`config.mk`:
```
export PLATFORM = sky130hd
export DESIGN_NAME = pipe_skid_reg
export DESIGN_NICKNAME = d
export VERILOG_FILES = /design/src/rtl/pipe_skid_reg.sv
export SDC_FILE = /design/constraint.sdc
export NUM_CORES = 1
export LEC_CHECK = 0
export ABC_AREA = 1
export BUFFER_PORTS_ARGS = -buffer_cell sky130_fd_sc_hd__buf_2
export CAP_MARGIN = 30
export CORE_MARGIN = 5
export CORE_UTILIZATION = 42
export DETAILED_ROUTE_END_ITERATION = 7
export PLACE_DENSITY = 0.75
export SETUP_SLACK_MARGIN = 0.2
export SLEW_MARGIN = 5
export SYNTH_ARGS = -nofsm -noshare
export SYNTH_HDL_FRONTEND = slang
export SYNTH_SLANG_ARGS = --single-unit
```
`constraint.sdc`:
```
create_clock -name clk -period 4.3 [get_ports clk]
set_input_delay 0.86 -clock clk [delete_from_list [all_inputs] [get_ports clk]]
set_output_delay 0.86 -clock clk [all_outputs]
set_load 0.1 [all_outputs]
```
`src/rtl/pipe_skid_reg.sv`:
```
// Elastic pipeline stage: main output register plus one skid register so the
// upstream ready can come straight from a flop while sustaining one word per cycle.
module pipe_skid_reg #(
  parameter int WIDTH = 32
) (
  input  logic             clk,
  input  logic             rst,
  input  logic             flush,
  input  logic [WIDTH-1:0] in_data,
  input  logic             in_valid,
  output logic             in_ready,
  output logic [WIDTH-1:0] out_data,
  output logic             out_valid,
  input  logic             out_ready,
  output logic [1:0]       occupancy,
  output logic [1:0]       state_dbg
);

  // Handshake: a word moves on a side only in a cycle where both valid and
  // ready are high at the rising edge; the producer holds data/valid until then.
  localparam logic [1:0] EMPTY = 2'd0;
  localparam logic [1:0] ONE   = 2'd1;
  localparam logic [1:0] TWO   = 2'd2;

  logic [1:0]       state;
  logic [1:0]       state_nxt;
  logic [WIDTH-1:0] main_q;
  logic [WIDTH-1:0] skid_q;
  logic             accept;
  logic             fire;
  logic             main_from_in;
  logic             main_from_skid;
  logic             skid_load;

  assign accept    = in_valid & in_ready;
  assign fire      = out_valid & out_ready;
  assign out_data  = main_q;
  assign state_dbg = state;

  always_comb begin
    state_nxt      = state;
    main_from_in   = 1'b0;
    main_from_skid = 1'b0;
    skid_load      = 1'b0;
    if (flush) begin
      // Drops held words and any same-cycle accept; data registers stay stale.
      state_nxt = EMPTY;
    end else begin
      case (state)
        EMPTY: begin
          if (accept) begin
            main_from_in = 1'b1;
            state_nxt    = ONE;
          end
        end
        ONE: begin
          if (accept && fire) begin
            main_from_in = 1'b1;
          end else if (accept) begin
            skid_load = 1'b1;
            state_nxt = TWO;
          end else if (fire) begin
            state_nxt = EMPTY;
          end
        end
        TWO: begin
          if (fire) begin
            main_from_skid = 1'b1;
            state_nxt      = ONE;
          end
        end
        default: state_nxt = EMPTY;
      endcase
    end
  end

  always_ff @(posedge clk or posedge rst) begin
    if (rst) begin
      state <= EMPTY;
    end else begin
      state <= state_nxt;
    end
  end

  always_ff @(posedge clk or posedge rst) begin
    if (rst) begin
      main_q <= '0;
      skid_q <= '0;
    end else begin
      if (main_from_in) begin
        main_q <= in_data;
      end else if (main_from_skid) begin
        main_q <= skid_q;
      end
      if (skid_load) begin
        skid_q <= in_data;
      end
    end
  end

  // Status outputs are decoded from the next state so they are pure flops.
  always_ff @(posedge clk or posedge rst) begin
    if (rst) begin
      in_ready  <= 1'b1;
      out_valid <= 1'b0;
      occupancy <= 2'd0;
    end else begin
      in_ready  <= (state_nxt != TWO);
      out_valid <= (state_nxt == ONE) || (state_nxt == TWO);
      case (state_nxt)
        ONE:     occupancy <= 2'd1;
        TWO:     occupancy <= 2'd2;
        default: occupancy <= 2'd0;
      endcase
    end
  end

endmodule

```
==> parameters.txt, run 1 <==
Parameter                              Value

Run status
  Status ... completed

Yosys
  Sequential element share of the synthesized area ... 51.91%
  Simple logic cell fraction of the synthesized area ... 28.75%
  Yosys Warn Count ... 0
  Count of distinct cell types in the synthesized netlist ... 22
  Post-Synth XOR/XNOR Area ... 0%
  Synth Area in Adders ... 1.112%
  Mapped Area ... 3377 um2
  Synthesis-stage register bit count ... 70
  Compound-gate portion of the synthesized area ... 5.039%
  Portion of netlist area occupied by mux cells ... 0%
  Post-Syn Area per Cell ... 8.197 um2
  Syn Inst Count ... 412
  Nets in the synthesized netlist ... 452
  Main combinational cell family by area after synthesis ... simple AND/OR/NAND/NOR gates

Drt
  Drt via density ... 4.840
  Antenna Nets Post-Route ... 0
  Iteration-0 DRC Markers ... 139
  Number of detailed-route iterations in the first pass ... 4
  Routed wire per std cell ... 13.35 um
  Wirelength, routed ... 7.759 mm
  DR DRC count ... 0
  Total number of vias ... 2812

Power and ir drop
  Max VDD drop ... 0.0003481 V
  Switching fraction of total power ... 56.03%
  Leakage power summed over all cells ... 2.245 nW
  Power share of the clock group ... 14.0%
  PD cells ... 838.6 nW/um2
  Net switching power ... 0.001834 W
  Comb pwr share ... 52.7%
  Sequential cell fraction of total power ... 33.3%
  Internal power ... 0.001440 W

Critical path
  Startpoint of the worst setup timing path ... flush
  Termination of the worst setup path ... out_data[4]
  Sort of element at the end of the critical path ... register
  Startpoint of the worst register-to-register path ... state_dbg[1]
  Critical register-to-register path endpoint ... out_data[4]
  Number of cell instances on the worst register-to-register path ... 6
  Highest fanout seen on the critical path ... 35
  Sort of element at the start of the critical path ... input pin
  Data required time of the worst path ... 4.53 ns
  Setup slack, reg-to-reg ... 1.69 ns
  Data arrival, critical path ... 3.01 ns
  Kind of critical path ... input pin to register

Finish
  Number of diodes added for antenna fixing ... 0
  Area overhead of the layout relative to synthesis ... 15.60%
  Highest-count cells in the layout ignoring fill and taps ... 121 x nand2_1, 74 x buf_2, 70 x inv_1
  Multi-input combinational cell area ... 1179 um2
  Layout cells sized above 1 ... 21.92%
  # nets final ... 514
  Sequential cell area in the final layout ... 1753 um2
  Number of filler cells placed in the layout ... 790
  Most common cell after layout, fill and taps aside ... nand2_1
  Final core utilization ... 50.26%
  Post-route design area ... 3904 um2

STA
  Final max-slew violation count ... 0
  Fin Hold WS ... 0.4700 ns
  PnR worst setup slack ... 1.518 ns
  Least-Margin Pin Slew ... 0.8794 ns
  Achievable frequency ... 359.5 MHz
  Fin crit period ... 2.782 ns
  Final-report hold violation count ... 0
  Setup repair after global routing missed its margin ... no
  Share of the cycle needed by the critical path after routing ... 64.69%
  Total Neg Setup Slack ... 0 ns
  Max transition margin ... 41.26%
  Number of failing setup endpoints in the final timing report ... 0
  Final setup skew ... 0.01418 ns

GRT
  Largest net degree at the start of global routing ... 65
  Overflow left after global routing ... 0
  Initial antenna violation count ... 0
  Via count of the first global-routing pass ... 2864
  GRT Total Usage ... 16.24%
  First-pass GRT wire length ... 13.17 mm

Placed design
  Number of buffer cells added on primary ports ... 74
  Half-perimeter wire length after placement ... 5.295 mm
  GP Congestion ... 0.7934
  Area of placed instances ... 3736 um2
  Worst slack after detailed placement ... 1.160 ns

Floorplanning
  Die width ... 99.67 um
  Cell Rows ... 32
  Area of the core region ... 7767 um2
  Initial standard-cell utilization of the core ... 43.48%
  Die height ... 99.67 um
  IO Pins ... 75
  Die ar. ... 9934 um2

CTS
  Number of buffers on the longest clock path ... 2
  Clock slew at reported path FFs ... 0.08 ns
  CTS sink cnt ... 70
  CTS H-tree lvls ... 3
  PostCTS Resize Cnt ... 0
  CTS Root Buffer Type ... clkbuf_8
  Post-cts hold buffer count ... 0
  Buffers inserted by post-CTS timing repair ... 0
  Worst skew pair latency ... 0.34 ns
  Cts bufs inserted ... 9
  TritonCTS clock tree ... done

Flow run
  Max cap viols ... 0

Min path
  Hold WC Path Type ... input pin to asynchronous set/reset pin
area by class of cell:
class,count,area share (%)
clock buffer,11,3.365
clock inverter,5,0.9295
inverter,73,7.147
multi-input combinational,244,30.19
sequential,70,44.90
tap,102,3.269
timing repair buffer,76,10.19
synthesized netlist by cell type:
| cell type | count | area, um2 |
|---|---|---|
| nand2_4 | 1 | 11.26 |
| nor3_1 | 1 | 5.000 |
| buf_4 | 1 | 7.510 |
| dfstp_2 | 1 | 26.28 |
| buf_2 | 13 | 65.06 |
| buf_6 | 3 | 33.78 |
| ha_1 | 3 | 37.54 |
| nand4_1 | 31 | 193.9 |
| nand3_4 | 1 | 17.52 |
| dfrtp_1 | 69 | 1727 |
| nand2_2 | 7 | 43.79 |
| inv_1 | 71 | 266.5 |
| o21ai_0 | 2 | 10.01 |
| nand2_1 | 121 | 454.2 |
| o21ai_1 | 32 | 160.2 |
| nor2_4 | 1 | 11.26 |
| nand3_1 | 41 | 205.2 |
| inv_4 | 2 | 12.51 |
| clkbuf_8 | 3 | 41.29 |
| clkbuf_1 | 5 | 18.77 |
| nor2_1 | 2 | 7.510 |
| nand4_4 | 1 | 21.27 |
sequential cells by signal (all words and copies together), names as in the netlist:
name,count
out_valid,1
occupancy,2
skid_q,32
state_dbg,2
out_data,32
in_ready,1
through the flow:
stage | total power, W | instances
6_report | 0.003274 | 581
3_3_place_gp | 0.002803 | 564
2_1_floorplan | 0.002552 | 412
3_5_place_dp | 0.002840 | 565
4_1_cts | 0.003301 | 581
5_1_grt | 0.003461 | 581
worst min path at each step:
stage,from,end,depth (start not counted)
floorplan,skid_q[10],skid_q[10],2
global placement,out_data[16],out_data[16],2
detailed placement,out_data[9],out_data[9],2
CTS,rst,out_data[10],2
global route,rst,out_data[10],2
finish,rst,out_data[10],2
power by group through the flow:
stage | logic (W) | registers (W) | clock network, W
global placement | 0.00171 | 0.00110 | 0
finish | 0.00173 | 0.00109 | 0.000458
global route | 0.00184 | 0.00112 | 0.000498
detailed placement | 0.00174 | 0.00110 | 0
floorplan | 0.000434 | 0.00212 | 0
CTS | 0.00174 | 0.00109 | 0.000468
cell families after synthesis:
kind of cell / Yosys count
buffers and inverters: 98
AO/OA/AOI/OAI: 34
flip-flops: 70
adder cells (fa/ha/maj): 3
AND/OR/NAND/NOR: 207
critical path, cell delays in order:
cell     delay, ns
buf_2         0.13
nor2_4        0.62
nand3_4       0.51
nand2_4       0.47
inv_4         0.23
nand2_1       0.12
nand2_1       0.06
per-layer routing:
metal	GRT usage, %	vias up	share of wire [%]
met4	6.197	0	1.6
met1	21.85	1303	46
li1	-	1421	-
met5	0	-	0
met2	25.04	77	47
met3	4.348	11	6.0
Note: power is estimated with default switching activity, not from simulation.
==> run 2, diff against run 1 <==
Settings changed: ABC_AREA 1 to 0, PLACE_DENSITY 0.75 to 0.78.
Clock period 4.3 ns to 2.45 ns, I/O delays scaled along.
==> run 2 against run 1 <==
Net effect:
- setup slack worse by 1.1 ns
- wire length is 9.0% higher
- utilization is 1.2 points higher
- clock skew is 0.0019 ns lower
- die area is 1.1% lower
- clock power is 97% higher
- critical endpoint is now skid_q[19]
- critical path depth is 4 lower
- worst hold slack worse by 0.25 ns
- critical path type is now register to register
- synthesized area is 1.3% lower
- sequential cell count stayed put
- final cell count is 21% lower
==> parameters.txt, run 2 <==
Parameter                              Value

Flow run
  Max cap viols ... 0 (unchanged)

Yosys
  Top_reg_cell synth ... dfrtp_1
  Cell type with the highest aggregate area in the netlist ... dfrtp_1
  Count leader, synth ... dfrtp_1
  Nets in the synthesized netlist ... 323 (-29%)
  Post-Syn Area per Cell ... 11.78 um2 (+44%)
  Async set-reset flop share out of synthesis ... 100.0% (unchanged)
  Most frequent cells after synthesis ... 69 x dfrtp_1, 32 x a31oi_1, 32 x nand3b_1, 32 x nor3_1, 32 x o21ai_0
  Number of enable flip-flop cells after synthesis ... 0 (unchanged)
  Syn Inst Count ... 283 (-31%)
  Sequential element share of the synthesized area ... 52.57% (+0.66 points)
  Synthesis-stage register bit count ... 70 (unchanged)
  Post-synth top area share ... 51.78% (+0.65 points)
  Yosys Warn Count ... 0 (unchanged)
  Count of distinct cell types in the synthesized netlist ... 30 (+36%)
  Top post-synthesis cells by area ... dfrtp_1 52%, mux2_4 14%, nand3b_1 7.2%
  Mapped Area ... 3334 um2 (-1.3%)

Floorplanning
  Die ar. ... 9821 um2 (-1.1%)
  Area of the core region ... 7727 um2 (-0.52%)
  Die height ... 99.10 um (-0.57%)
  Initial standard-cell utilization of the core ... 43.15% (-0.33 points)
  IO Pins ... 75 (unchanged)
  Cell Rows ... 32 (unchanged)
  Die width ... 99.10 um (-0.57%)

Power and ir drop
  Post-route total power ... 0.005668 W (+73%)
  Net switching power ... 0.002860 W (+56%)
  Leakage power summed over all cells ... 1.756 nW (-22%)
  Sequential cell fraction of total power ... 34.1% (+0.8 points)
  Comb pwr share ... 49.9% (-2.8 points)
  Switching fraction of total power ... 50.46% (-5.6 points)
  Power share of the clock group ... 15.9% (+1.9 points)
  Internal power ... 0.002808 W (+95%)
  Max VDD drop ... 0.0006770 V (+94%)
  PD cells ... 1426 nW/um2 (+70%)

CTS
  Buffers inserted by post-CTS timing repair ... 0 (unchanged)
  PostCTS Resize Cnt ... 0 (unchanged)
  TritonCTS clock tree ... done
  Post-cts hold buffer count ... 0 (unchanged)
  CTS H-tree lvls ... 3 (unchanged)
  CTS sink cnt ... 70 (unchanged)
  Clock slew at reported path FFs ... 0.08 ns (about the same)
  CTS Root Buffer Type ... clkbuf_8
  Number of buffers on the longest clock path ... 2 (unchanged)
  Cts bufs inserted ... 9 (unchanged)
  Worst skew pair latency ... 0.35 ns (about the same)

STA
  Final-report hold violation count ... 0 (unchanged)
  Setup repair after global routing missed its margin ... no
  Total Neg Setup Slack ... 0 ns (unchanged)
  Share of the cycle needed by the critical path after routing ... 82.56%
  Final setup skew ... 0.01226 ns (-0.001913 ns)
  Achievable frequency ... 494.4 MHz
  Fin crit period ... 2.023 ns
  Fin Hold WS ... 0.2176 ns (-0.2524 ns)
  Least-Margin Pin Slew ... 0.6381 ns (-0.2413 ns)
  Final max-slew violation count ... 0 (unchanged)
  Number of failing setup endpoints in the final timing report ... 0 (unchanged)
  Max transition margin ... 57.37% (+16 points)

Critical path
  Startpoint of the worst setup timing path ... state_dbg[1]
  Sort of element at the start of the critical path ... register
  Critical register-to-register path endpoint ... skid_q[19]
  Startpoint of the worst register-to-register path ... state_dbg[1]
  Data arrival, critical path ... 2.25 ns (-0.76 ns)
  Number of cell instances on the worst register-to-register path ... 3 (-3)
  Data required time of the worst path ... 2.68 ns (-1.85 ns)
  Termination of the worst setup path ... skid_q[19]
  Kind of critical path ... register to register
  Setup slack, reg-to-reg ... 0.43 ns (-1.26 ns)
  Sort of element at the end of the critical path ... register
  Highest fanout seen on the critical path ... 32 (-8.6%)

GRT
  GRT Total Usage ... 17.79% (+1.6 points)
  First-pass GRT wire length ... 14.15 mm (+7.4%)
  Initial antenna violation count ... 0 (unchanged)
  Via count of the first global-routing pass ... 2734 (-4.5%)
  GR met1 Demand/Resource ... 24.88% (+3.0 points)
  Gr busiest metal ... met2
  Overflow left after global routing ... 0 (unchanged)
  Met2 track utilization from global routing ... 27.63% (+2.6 points)
  Fraction of met3 tracks used by global routing ... 3.576% (-0.77 points)
  Largest net degree at the start of global routing ... 45 (-31%)

Placed design
  GP Congestion ... 0.7661 (-3.4%)
  Placed Cells incl. Taps ... 441 (-22%)
  Half-perimeter wire length after placement ... 5.582 mm (+5.4%)
  Number of buffer cells added on primary ports ... 74 (unchanged)

Min path
  Hold WC Path Type ... input pin to asynchronous set/reset pin

Finish
  Most common cell after layout, fill and taps aside ... buf_2
  Highest-count cells in the layout ignoring fill and taps ... 74 x buf_2, 69 x dfrtp_1
  Area overhead of the layout relative to synthesis ... 19.17%
  # nets final ... 390 (-24%)
  Final core utilization ... 51.42% (+1.2 points)
  Number of diodes added for antenna fixing ... 0 (unchanged)
  Cell Count, Final, Fillers Out ... 457 (-21%)
  Layout cells sized above 1 ... 38.31% (+16 points)

Drt
  Number of detailed-route iterations in the first pass ... 4 (unchanged)
  DR DRC count ... 0 (unchanged)
  Antenna Nets Post-Route ... 0 (unchanged)
  Drt via density ... 5.652 (+17%)
  Iteration-0 DRC Markers ... 167 (+20%)
  Wirelength, routed ... 8.455 mm (+9.0%)
  Routed wire per std cell ... 18.50 um (+39%)
  Total number of vias ... 2583 (-8.1%)

Run status
  Status ... completed
==> run 2: cell count changes after synthesis, moves of 8 or more <==
cell      previous run  this run
nor3_1               1        32
nand4_1             31         0
o21ai_0              2        32
nand2_1            121         2
a31oi_1              0        32
nand3b_1             0        32
buf_2               13         5
nand3_1             41         0
o21ai_1             32         0
inv_1               71         3
clkbuf_1             5        20
mux2_4               0        30
==> run 2: layout make-up <==
type | instances | area, um2
Multi-Input combinational cell | 181 | 1430
Inverter | 3 | 15.01
Clock inverter | 4 | 47.55
Tap cell | 102 | 127.6
Sequential cell | 70 | 1753
Timing Repair Buffer | 85 | 465.4
Fill cell | 687 | 3754
Clock buffer | 12 | 135.1
==> run 2: worst min path at each step <==
stage               startpoint      endpoint  slack (ns)  cells past startpoint
floorplan            skid_q[2]     skid_q[2]        0.48                      1
global placement     skid_q[3]     skid_q[3]        0.49                      1
detailed placement  skid_q[10]    skid_q[10]        0.49                      1
CTS                        rst  out_data[26]        0.23                      2
global route               rst  out_data[26]        0.27                      2
finish                     rst    skid_q[28]        0.22                      2
==> run 2: critical path, stage by stage (launching register included) <==
cell,delay [ns]
dfrtp_1,0.45
nand4bb_2,0.46
nand2b_4,0.55
mux2_4,0.43
==> run 2: stage by stage <==
stage / instance area [um2] / setup WS (ns)
floorplan: 3338 / 0.2966
finish: 3974 / 0.4273
detailed placement: 3791 / 0.3103
global route: 3974 / 0.3381
global placement: 3791 / 0.3770
CTS: 3974 / 0.4306
==> run 2: layer usage <==
metal | up-vias | routed length, um
met5 | - | 0
met4 | 0 | 99
met3 | 12 | 517
met2 | 98 | 4045
met1 | 1296 | 3791
li1 | 1177 | -
==> run 2: power groups by stage <==
stage / Sequential [W] / Clock, W / Combinational (W)
6_report: 0.00193 / 0.000904 / 0.00283
5_1_grt: 0.00199 / 0.000949 / 0.00296
4_1_cts: 0.00193 / 0.000915 / 0.00285
3_5_place_dp: 0.00193 / 0 / 0.00285
3_3_place_gp: 0.00192 / 0 / 0.00279
2_1_floorplan: 0.00348 / 0 / 0.000773
==> run 2: cell families (layout without fill, tap and decap cells) <==
| family | Yosys count | after routing | share of synthesized area [%] |
|---|---|---|---|
| DFF | 70 | 70 | 52.57 |
| adders and majority gates | 3 | 3 | 1.126 |
| buffers and inverters | 32 | 104 | 4.690 |
| and+or+nand+nor | 75 | 75 | 14.56 |
| AOI/OAI and AO/OA | 70 | 70 | 12.57 |
| muxes | 33 | 33 | 14.48 |
